--- config.mk ---
export PLATFORM = sky130hd
export DESIGN_NAME = card_flip_renderer_flat
export DESIGN_NICKNAME = d
export VERILOG_FILES = /design/src/rtl/card_flip_renderer_if.sv /design/src/rtl/card_flip_renderer.sv /design/src/flat_wrapper.sv
export SDC_FILE = /design/constraint.sdc
export NUM_CORES = 1
export LEC_CHECK = 0
export CAP_MARGIN = 20
export CORE_AREA = 2 2 202 204
export CTS_CLUSTER_SIZE = 10
export DETAILED_ROUTE_END_ITERATION = 8
export DIE_AREA = 0 0 204 206
export PLACE_DENSITY = 0.72
export SYNTH_ARGS = -nofsm -noshare
export SYNTH_HDL_FRONTEND = slang
export SYNTH_SLANG_ARGS = --single-unit
--- constraint.sdc ---
create_clock -name clk -period 35.9 [get_ports clk]
set_input_delay 10.77 -clock clk [delete_from_list [all_inputs] [get_ports clk]]
set_output_delay 10.77 -clock clk [all_outputs]
set_load 0.1 [all_outputs]
--- src/rtl/card_flip_renderer_if.sv ---
// card_flip_renderer_if
// Bundles the per-card pixel query, command pulses and status/hit outputs of
// one card slot. The game/video side drives through the master modport, the
// card renderer sits on the slave modport.
//   x, y            current pixel column/row
//   pos_x, pos_y    card left edge (full width) and top edge
//   symbol_sel      symbol shape shown on the face
//   selected        cursor is on this card
//   frame_tick      one-cycle pulse per video frame
//   flip_up/flip_down/match/clear  command pulses
//   incard/inface/insymbol/inborder  registered pixel hit flags
//   face_up/matched/busy/done        registered card status
interface card_flip_renderer_if;
  logic [9:0] x;
  logic [9:0] y;
  logic [9:0] pos_x;
  logic [9:0] pos_y;
  logic [2:0] symbol_sel;
  logic       selected;
  logic       frame_tick;
  logic       flip_up;
  logic       flip_down;
  logic       match;
  logic       clear;
  logic       incard;
  logic       inface;
  logic       insymbol;
  logic       inborder;
  logic       face_up;
  logic       matched;
  logic       busy;
  logic       done;

  modport master (
    output x, y, pos_x, pos_y, symbol_sel, selected, frame_tick,
           flip_up, flip_down, match, clear,
    input  incard, inface, insymbol, inborder, face_up, matched, busy, done
  );

  modport slave (
    input  x, y, pos_x, pos_y, symbol_sel, selected, frame_tick,
           flip_up, flip_down, match, clear,
    output incard, inface, insymbol, inborder, face_up, matched, busy, done
  );
endinterface

--- src/rtl/card_flip_renderer.sv ---
// card_flip_renderer
// One memory-game card: holds its state (down / flipping / up / matched),
// animates flips by shrinking the half-width to zero, swapping the visible
// side, and growing it back one STEP per frame_tick, and produces registered
// per-pixel hit flags for the colour mux.
// Ports:
//   clk    pixel clock
//   rst_n  synchronous active-low reset
//   bus    card_flip_renderer_if.slave (pixel query, commands, hit/status outputs)
module card_flip_renderer #(
  parameter int CARD_W   = 50,
  parameter int CARD_H   = 70,
  parameter int STEP     = 5,
  parameter int BORDER   = 3,
  parameter int SYM_SIZE = 30,
  parameter int SYM_T    = 4
) (
  input  logic                  clk,
  input  logic                  rst_n,
  card_flip_renderer_if.slave   bus
);

  localparam int HALF = CARD_W / 2;
  localparam int HS   = SYM_SIZE / 2;
  localparam int TT   = SYM_T + 1;
  localparam int HASH_OFF = HS / 3;
  localparam int R_OUT2 = HS * HS;
  localparam int R_IN2  = (HS - SYM_T) * (HS - SYM_T);

  localparam logic [9:0] HALF_V   = 10'(HALF);
  localparam logic [9:0] STEP_V   = 10'(STEP);
  localparam logic [9:0] CARD_H_V = 10'(CARD_H);
  localparam logic [9:0] BORDER_V = 10'(BORDER);
  localparam logic [9:0] SYM_CY_V = 10'(CARD_H / 2);

  typedef enum logic [2:0] {
    S_DOWN      = 3'd0,
    S_SHRINK_UP = 3'd1,
    S_GROW_UP   = 3'd2,
    S_UP        = 3'd3,
    S_SHRINK_DN = 3'd4,
    S_GROW_DN   = 3'd5,
    S_MATCHED   = 3'd6
  } state_t;

  // Symbol shape hit test on signed offsets from the symbol centre.
  function automatic logic sym_hit(input logic [2:0] sel,
                                   input logic signed [11:0] dxs,
                                   input logic signed [11:0] dys);
    int dx, dy, ax, ay, d, r2, t;
    logic box, hit;
    dx  = int'(dxs);
    dy  = int'(dys);
    ax  = (dx < 32'sd0) ? -dx : dx;
    ay  = (dy < 32'sd0) ? -dy : dy;
    d   = (ax > ay) ? (ax - ay) : (ay - ax);
    r2  = dx * dx + dy * dy;
    box = (ax < HS) && (ay < HS);
    t   = 32'sd0;
    case (sel)
      3'd0: hit = box && (((ax + ax) < SYM_T) || ((ay + ay) < SYM_T));
      3'd1: hit = box && ((ay + ay) < SYM_T);
      3'd2: hit = box && ((d + d) < SYM_T);
      3'd3: hit = box && ((ax >= HS - SYM_T) || (ay >= HS - SYM_T));
      3'd4: begin
        hit = box && ((((ax > HASH_OFF) ? ax - HASH_OFF : HASH_OFF - ax) * 2 < SYM_T) ||
                      (((ay > HASH_OFF) ? ay - HASH_OFF : HASH_OFF - ay) * 2 < SYM_T));
      end
      3'd5: hit = (r2 < R_OUT2) && (r2 >= R_IN2);
      3'd6: begin
        // apex at the top: row width grows with distance from the top
        t   = dy + HS;
        hit = box && ((ax + ax) <= t) && ((t >= 2 * HS - TT) || ((ax + ax) > t - 2 * TT));
      end
      3'd7: begin
        t   = HS - dy;
        hit = box && ((ax + ax) <= t) && ((t >= 2 * HS - TT) || ((ax + ax) > t - 2 * TT));
      end
      default: hit = 1'b0;
    endcase
    return hit;
  endfunction

  state_t     state_r;
  logic [9:0] hw_r;
  logic       side_r;      // 1 = face visible, 0 = back visible
  logic       busy_r;
  logic       done_r;
  logic       face_up_r;
  logic       matched_r;
  logic       incard_r;
  logic       inface_r;
  logic       insymbol_r;
  logic       inborder_r;

  logic [9:0] cx_s;
  logic [9:0] left_s;
  logic [9:0] right_s;
  logic [9:0] bottom_s;
  logic [9:0] sy_s;
  logic       incard_s;
  logic       edge_s;
  logic       sym_s;
  logic signed [11:0] dx_s;
  logic signed [11:0] dy_s;
  logic [9:0] shrink_hw_s;
  logic [9:0] grow_hw_s;

  // Animated card geometry, symbol offsets and next half-width candidates.
  always_comb begin
    cx_s     = bus.pos_x + HALF_V;
    left_s   = cx_s - hw_r;
    right_s  = cx_s + hw_r;
    bottom_s = bus.pos_y + CARD_H_V;
    sy_s     = bus.pos_y + SYM_CY_V;
    incard_s = (bus.y >= bus.pos_y) && (bus.y < bottom_s) &&
               (bus.x >= left_s) && (bus.x < right_s);
    edge_s   = (bus.x < left_s + BORDER_V) || (bus.x >= right_s - BORDER_V) ||
               (bus.y < bus.pos_y + BORDER_V) || (bus.y >= bottom_s - BORDER_V);
    dx_s     = $signed({2'b00, bus.x}) - $signed({2'b00, cx_s});
    dy_s     = $signed({2'b00, bus.y}) - $signed({2'b00, sy_s});
    sym_s    = sym_hit(bus.symbol_sel, dx_s, dy_s);
    if (hw_r > STEP_V) begin
      shrink_hw_s = hw_r - STEP_V;
    end else begin
      shrink_hw_s = 10'd0;
    end
    if (hw_r + STEP_V >= HALF_V) begin
      grow_hw_s = HALF_V;
    end else begin
      grow_hw_s = hw_r + STEP_V;
    end
  end

  // Card state machine: commands, frame-stepped animation, busy/done.
  always_ff @(posedge clk) begin
    if (!rst_n) begin
      state_r <= S_DOWN;
      hw_r    <= HALF_V;
      side_r  <= 1'b0;
      busy_r  <= 1'b0;
      done_r  <= 1'b0;
    end else begin
      done_r <= 1'b0;
      if (bus.clear) begin
        state_r <= S_DOWN;
        hw_r    <= HALF_V;
        side_r  <= 1'b0;
        busy_r  <= 1'b0;
      end else begin
        case (state_r)
          S_DOWN: begin
            if (bus.flip_up) begin
              state_r <= S_SHRINK_UP;
              busy_r  <= 1'b1;
            end
          end
          S_UP: begin
            if (bus.match) begin
              state_r <= S_MATCHED;
            end else if (bus.flip_down) begin
              state_r <= S_SHRINK_DN;
              busy_r  <= 1'b1;
            end
          end
          S_SHRINK_UP, S_SHRINK_DN: begin
            if (bus.frame_tick) begin
              hw_r <= shrink_hw_s;
              if (shrink_hw_s == 10'd0) begin
                side_r  <= ~side_r;
                state_r <= (state_r == S_SHRINK_UP) ? S_GROW_UP : S_GROW_DN;
              end
            end
          end
          S_GROW_UP, S_GROW_DN: begin
            if (bus.frame_tick) begin
              hw_r <= grow_hw_s;
              if (grow_hw_s == HALF_V) begin
                state_r <= (state_r == S_GROW_UP) ? S_UP : S_DOWN;
                busy_r  <= 1'b0;
                done_r  <= 1'b1;
              end
            end
          end
          S_MATCHED: begin
            state_r <= S_MATCHED;
          end
          default: begin
            state_r <= S_DOWN;
            hw_r    <= HALF_V;
            side_r  <= 1'b0;
            busy_r  <= 1'b0;
          end
        endcase
      end
    end
  end

  // Face/matched status, one cycle behind the state register.
  always_ff @(posedge clk) begin
    if (!rst_n) begin
      face_up_r <= 1'b0;
      matched_r <= 1'b0;
    end else begin
      face_up_r <= (state_r == S_UP) || (state_r == S_MATCHED);
      matched_r <= (state_r == S_MATCHED);
    end
  end

  // Registered pixel hit flags; the symbol only shows on a fully open face.
  always_ff @(posedge clk) begin
    if (!rst_n) begin
      incard_r   <= 1'b0;
      inface_r   <= 1'b0;
      insymbol_r <= 1'b0;
      inborder_r <= 1'b0;
    end else begin
      incard_r   <= incard_s;
      inface_r   <= incard_s & side_r;
      insymbol_r <= sym_s & side_r & (hw_r == HALF_V);
      inborder_r <= bus.selected & incard_s & edge_s;
    end
  end

  assign bus.incard   = incard_r;
  assign bus.inface   = inface_r;
  assign bus.insymbol = insymbol_r;
  assign bus.inborder = inborder_r;
  assign bus.face_up  = face_up_r;
  assign bus.matched  = matched_r;
  assign bus.busy     = busy_r;
  assign bus.done     = done_r;

endmodule

--- src/flat_wrapper.sv ---
// flat-port wrapper written by rule: the top's interface ports become plain ports
module card_flip_renderer_flat 
#(
  parameter int CARD_W   = 50,
  parameter int CARD_H   = 70,
  parameter int STEP     = 5,
  parameter int BORDER   = 3,
  parameter int SYM_SIZE = 30,
  parameter int SYM_T    = 4
)
  (clk, rst_n, bus_x, bus_y, bus_pos_x, bus_pos_y, bus_symbol_sel, bus_selected, bus_frame_tick, bus_flip_up, bus_flip_down, bus_match, bus_clear, bus_incard, bus_inface, bus_insymbol, bus_inborder, bus_face_up, bus_matched, bus_busy, bus_done);
  card_flip_renderer_if bus_i ();
  input  logic clk;
  input  logic rst_n;
  input wire logic [$bits(bus_i.x)-1:0] bus_x;
  input wire logic [$bits(bus_i.y)-1:0] bus_y;
  input wire logic [$bits(bus_i.pos_x)-1:0] bus_pos_x;
  input wire logic [$bits(bus_i.pos_y)-1:0] bus_pos_y;
  input wire logic [$bits(bus_i.symbol_sel)-1:0] bus_symbol_sel;
  input wire logic [$bits(bus_i.selected)-1:0] bus_selected;
  input wire logic [$bits(bus_i.frame_tick)-1:0] bus_frame_tick;
  input wire logic [$bits(bus_i.flip_up)-1:0] bus_flip_up;
  input wire logic [$bits(bus_i.flip_down)-1:0] bus_flip_down;
  input wire logic [$bits(bus_i.match)-1:0] bus_match;
  input wire logic [$bits(bus_i.clear)-1:0] bus_clear;
  output wire logic [$bits(bus_i.incard)-1:0] bus_incard;
  output wire logic [$bits(bus_i.inface)-1:0] bus_inface;
  output wire logic [$bits(bus_i.insymbol)-1:0] bus_insymbol;
  output wire logic [$bits(bus_i.inborder)-1:0] bus_inborder;
  output wire logic [$bits(bus_i.face_up)-1:0] bus_face_up;
  output wire logic [$bits(bus_i.matched)-1:0] bus_matched;
  output wire logic [$bits(bus_i.busy)-1:0] bus_busy;
  output wire logic [$bits(bus_i.done)-1:0] bus_done;
  assign bus_i.x = bus_x;
  assign bus_i.y = bus_y;
  assign bus_i.pos_x = bus_pos_x;
  assign bus_i.pos_y = bus_pos_y;
  assign bus_i.symbol_sel = bus_symbol_sel;
  assign bus_i.selected = bus_selected;
  assign bus_i.frame_tick = bus_frame_tick;
  assign bus_i.flip_up = bus_flip_up;
  assign bus_i.flip_down = bus_flip_down;
  assign bus_i.match = bus_match;
  assign bus_i.clear = bus_clear;
  assign bus_incard = bus_i.incard;
  assign bus_inface = bus_i.inface;
  assign bus_insymbol = bus_i.insymbol;
  assign bus_inborder = bus_i.inborder;
  assign bus_face_up = bus_i.face_up;
  assign bus_matched = bus_i.matched;
  assign bus_busy = bus_i.busy;
  assign bus_done = bus_i.done;
  card_flip_renderer #(.CARD_W(CARD_W), .CARD_H(CARD_H), .STEP(STEP), .BORDER(BORDER), .SYM_SIZE(SYM_SIZE), .SYM_T(SYM_T)) u_core (.clk(clk), .rst_n(rst_n), .bus(bus_i));
endmodule
==> results of run 1 <==
-- per-layer routing --
layer	track usage	vias to the layer above
met5	0	-
met4	0.0686	0
met3	0.0244	95
met2	0.481	632
met1	0.361	9241
li1	-	9457
-- cells in the mapped netlist, types with 10 or more instances --
library cell  instances  share of area
nand4_1              43          0.012
xnor2_1             163          0.066
inv_1               446          0.077
or3_1                20         0.0058
ha_1                430           0.25
inv_2                11         0.0019
xor2_1               48          0.019
dfxtp_1              22          0.020
a21o_1               69          0.024
o211ai_1             13         0.0045
nor2_1              227          0.039
a21oi_1             163          0.038
buf_2                10         0.0023
nand3_1              44          0.010
nand2_1             179          0.031
o21a_1               49          0.017
mux2i_1              20         0.0092
nor2b_1              25         0.0072
nor4_1               24         0.0069
nand2b_1             35          0.010
and3_1               16         0.0046
a211oi_1             21         0.0072
o22ai_1              10         0.0029
and2_1               12         0.0035
nor3_1               49          0.011
clkbuf_1             44         0.0076
fa_1                210           0.19
a31oi_1              22         0.0063
o21ai_0              94          0.022
o21bai_1             27         0.0093
-- area by class of cell --
class	instances	area, µm²
clock inverters	1	30.0
multi-input cells	2271	19500
clock buffers	3	75.1
well taps	532	666
repair buffers	84	776
flip-flops and latches	22	440
inverters	466	1750
fillers	3697	16900
-- cells by family after synthesis --
kind of cell | synth area share
AO/OA/AOI/OAI | 0.181
XOR/XNOR | 0.0894
adder cells (fa/ha/maj) | 0.441
buffers and inverters | 0.0943
flip-flops | 0.0202
multiplexers | 0.0128
other | 0.000345
AND/OR/NAND/NOR | 0.162
-- worst paths after layout --
| path | from | endpoint | slack (ns) |
|---|---|---|---|
| worst max-delay path | bus_pos_y[1] | u_core.bus.insymbol | 14.29 |
| worst min-delay path | u_core.bus.busy | u_core.bus.busy | 0.56 |
| worst max register to register | u_core.hw_r[1] | u_core.bus.inborder | 31.76 |
| worst min register to register | u_core.bus.busy | u_core.bus.busy | 0.56 |
-- stage by stage --
stage / setup WS (ns) / instances / utilization / instance area (µm²) / hold slack (ns)
after floorplan: 15.77 / 2824 / - / 22000 / 0.501
after global placement: 14.42 / 3375 / 0.576 / 23200 / 0.555
after detailed placement: 14.06 / 3375 / 0.576 / 23200 / 0.549
after CTS: 14.29 / 3379 / 0.579 / 23300 / 0.562
after global routing: 13.48 / 3379 / 0.579 / 23300 / 0.610
final: 14.29 / 3379 / 0.579 / 23300 / 0.557
-- worst register-to-register path, cell delays in order, from the launching register on --
cell      delay, ns
dfxtp_1        0.53
inv_1          0.28
ha_1           0.37
nand2b_1       0.14
a21oi_1        0.21
nor2_1         0.09
xnor2_1        0.38
ha_1           0.33
o21a_1         0.12
o21a_1         0.16
o21a_1         0.16
o21a_1         0.17
o21a_1         0.17
o21a_1         0.16
o21ai_0        0.23
nand4_1        0.13
nor3_1         0.26
and3_1         0.20
==> flow_summary.yaml, run 1 <==
yosys:
  ys_seq_area_frac: 0.0202
  synth-async-reset-ratio: 0
  synth_cell_type_count: 92
  yosys_warnings: 0
  synthCells: 2754
  syn_avg_cell_area_um2: 7.90
  synth_edf_count: 0
  synth_seq_cells: 22
  syn_area_mm2: 0.0218
  synth-main-ff-cell: "dfxtp_1"
timing:
  slew_viol_final: 0
  period_minus_slack_ns: 21.61
  max_slew_margin: 0.300
  timing.final.crit_share: 0.602
  tns_ns: 0
  hold_viol: 0
  rsz0062_at_grt: "no"
  setup_viol: 0
  fmax_mhz: 46.3
  tightest_slew_ns: 1.05
  finClkSkew_ns: 0.0118
global_routing:
  grt_max_degree: 30
  track_usage: 0.273
  antenna_found_initial: 0
  grt_pass1_vias: 19500
  gr-total-overflow: 0
  grt_pass1_wl_um: 94800
route:
  route.met2.wl_um: 26900
  vias: 19400
  wl_met1_um: 24400
  postRouteAntennaNets: 0
  drtIter0Drc: 1096
  wl_um: 56400
  dr.max_layer_used: "met4"
  drc: 0
  wl_met3_um: 3480
  dr.pass1.iters: 6
  wl_per_cell_um: 16.7
  via_per_inst: 5.75
setup_path:
  path_delay_family: "adder cells"
  end_kind: "register"
  cp_common_cell: "inv_1"
  worst_setup_path_start_kind: "input port"
  cp.depth: 46
  path_class: "in2reg"
  crit_slowest_cell: "inv_1"
  path_buf_inv: 9
  cp.arrival_ns: 21.80
  crit_fanout: 27
  cp.required_ns: 36.09
  ff2ff_path_depth: 17
  cpPeakStageDelay_ns: 0.60
floorplan:
  pin_count: 59
  rows: 74
  core_mm2: 0.0402
  dieWidth_um: 204
  dieArea_mm2: 0.0420
  start_util: 0.541
  dieHeight_um: 206
clock_tree:
  worstSkewPairLatency_ns: 0.27
  cts_tree: "yes"
  ctsResizeCount: 0
  cts.hold.buffers_added: 0
  cts_buffer_depth: 2
  htreeDepth: 1
  cts-root-buf: "clkbuf_16"
  cts.sinks: 22
  numCtsBuffers: 3
  clkSlewWorstSetupHoldPaths_ns: 0.07
  postCtsSetupBuffers: 0
place:
  port_buffers: 58
  hpwl_um: 48000
  place_congestion: 0.944
final_layout:
  final_common_cell: "inv_1"
  area_growth_pct: 6.93
  largest_reg_flops: 10
  max_flop_register: "u_core.hw_r"
  largestRegisters: "u_core.hw_r (10), u_core.state_r (3)"
  mostFrequentLayoutCells: "446 x inv_1, 430 x ha_1, 227 x nor2_1"
  fin_nets: 3539
  drive_above_1_share: 0.0292
  diodes: 0
worst_hold_path:
  hold_depth: 3
  hp-class: "reg2reg"
run_status:
  status: "finished clean"
flow_run:
  maxCapViolations: 0
Power of run 1 is not shown: default switching activity piles up to over one toggle a cycle in this logic, so the estimate is an artifact.
==> inputs of run 2 (changes only) <==
--- a/config.mk
+++ b/config.mk
@@ -10,7 +10,7 @@
 export CTS_CLUSTER_SIZE = 10
 export DETAILED_ROUTE_END_ITERATION = 8
 export DIE_AREA = 0 0 204 206
-export PLACE_DENSITY = 0.72
+export PLACE_DENSITY = 0.75
 export SYNTH_ARGS = -nofsm -noshare
 export SYNTH_HDL_FRONTEND = slang
 export SYNTH_SLANG_ARGS = --single-unit
==> constraint.sdc (replaced) <==
create_clock -name clk -period 19.72 [get_ports clk]
set_input_delay 5.916 -clock clk [delete_from_list [all_inputs] [get_ports clk]]
set_output_delay 5.916 -clock clk [all_outputs]
set_load 0.1 [all_outputs]
==> flow_summary.yaml, run 2 (same netlist as run 1, synthesis figures left out) <==
final_layout:
  max_flop_register: "u_core.hw_r"
  drive_above_1_share: 0.0292
  register_area_um2: 440
  fin_nets: 3539
  final_common_cell: "inv_1"
  mostFrequentLayoutCells: "446 x inv_1, 430 x ha_1, 227 x nor2_1"
  largest_reg_flops: 10
  diodes: 0
  largestRegisters: "u_core.hw_r (10), u_core.state_r (3)"
  multi_input_area_mm2: 0.0195
  area_growth_pct: 6.93
  fill_cells: 3685
global_routing:
  grt_max_degree: 30
  track_usage: 0.277
  grt_pass1_vias: 20000
  antenna_found_initial: 0
  grt_pass1_wl_um: 96300
  gr-total-overflow: 0
setup_path:
  crit_slowest_cell: "inv_1"
  cp_common_cell: "inv_1"
  path_delay_family: "adder cells"
  path_class: "in2reg"
  cpPeakStageDelay_ns: 0.59
  worst_setup_path_start_kind: "input port"
  cp.required_ns: 19.90
  path_buf_inv: 10
  cp.arrival_ns: 17.11
  end_kind: "register"
  crit_fanout: 27
route:
  drtIter0Drc: 1234
  wl_um: 57300
  dr.pass1.iters: 5
  vias: 19700
  via_per_inst: 5.83
  drc: 0
  wl_per_cell_um: 17.0
  postRouteAntennaNets: 0
floorplan:
  dieArea_mm2: 0.0420
  dieHeight_um: 206
  dieWidth_um: 204
  start_util: 0.541
  pin_count: 59
  rows: 74
  core_mm2: 0.0402
clock_tree:
  postCtsSetupBuffers: 0
  cts_buffer_depth: 2
  cts.sinks: 22
  cts.hold.buffers_added: 0
  cts_tree: "yes"
  ctsResizeCount: 0
  worstSkewPairLatency_ns: 0.26
  htreeDepth: 1
  cts-root-buf: "clkbuf_16"
  clkSlewWorstSetupHoldPaths_ns: 0.06
  numCtsBuffers: 3
place:
  hpwl_um: 48700
  port_buffers: 58
  place_congestion: 0.922
timing:
  tns_ns: 0
  max_slew_margin: 0.348
  period_minus_slack_ns: 16.93
  setup_viol: 0
  tightest_slew_ns: 0.976
  hold_viol: 0
  slew_viol_final: 0
  timing.final.crit_share: 0.859
  finClkSkew_ns: 0.00605
  rsz0062_at_grt: "no"
  fmax_mhz: 59.1
worst_hold_path:
  hp-class: "reg2reg"
flow_run:
  maxCapViolations: 0
run_status:
  status: "finished clean"
[run 2: cell counts in the layout (fill, tap and decap cells not counted)]
No cell type changed its count.
[run 2: final timing paths]
kind / depth (start not counted) / end / slack [ns] / from
max: 47 / u_core.bus.insymbol / 2.79 / bus_pos_y[1]
min: 3 / u_core.bus.busy / 0.58 / u_core.bus.busy
max reg2reg: 17 / u_core.bus.inborder / 15.56 / u_core.hw_r[1]
min reg2reg: 3 / u_core.bus.busy / 0.58 / u_core.bus.busy
[run 2: area by class of cell]
cell class,instances,share of cell area
clock inverter,1,0.00129
inverter,466,0.0753
timing repair buffer,84,0.0334
tap,532,0.0286
multi-input combinational,2271,0.839
sequential,22,0.0189
clock buffer,3,0.00323
[run 2: routing by layer]
| layer | share of wire | track usage |
|---|---|---|
| met4 | 0.029 | 0.0774 |
| met5 | 0 | 0 |
| met3 | 0.055 | 0.0180 |
| met2 | 0.50 | 0.503 |
| met1 | 0.42 | 0.355 |
[run 2: worst register-to-register path, delay by kind of cell, from the launching register on]
kind / cells / cell delay, ns
fa+ha+maj: 2 / 0.69
compound gates: 8 / 1.40
flops: 1 / 0.53
simple gates: 5 / 0.84
xor+xnor: 1 / 0.37
buf+inv: 1 / 0.27
[run 2: through the flow]
step	util	cells	worst slack, ns	hold WS (ns)	area, µm²
after floorplan	-	2824	4.45	0.501	22000
after global placement	0.576	3375	3.04	0.558	23200
after detailed placement	0.576	3375	2.59	0.564	23200
after CTS	0.579	3379	2.84	0.573	23300
after global routing	0.579	3379	1.97	0.600	23300
final	0.579	3379	2.79	0.582	23300
Power of run 2 is left out for the same reason.
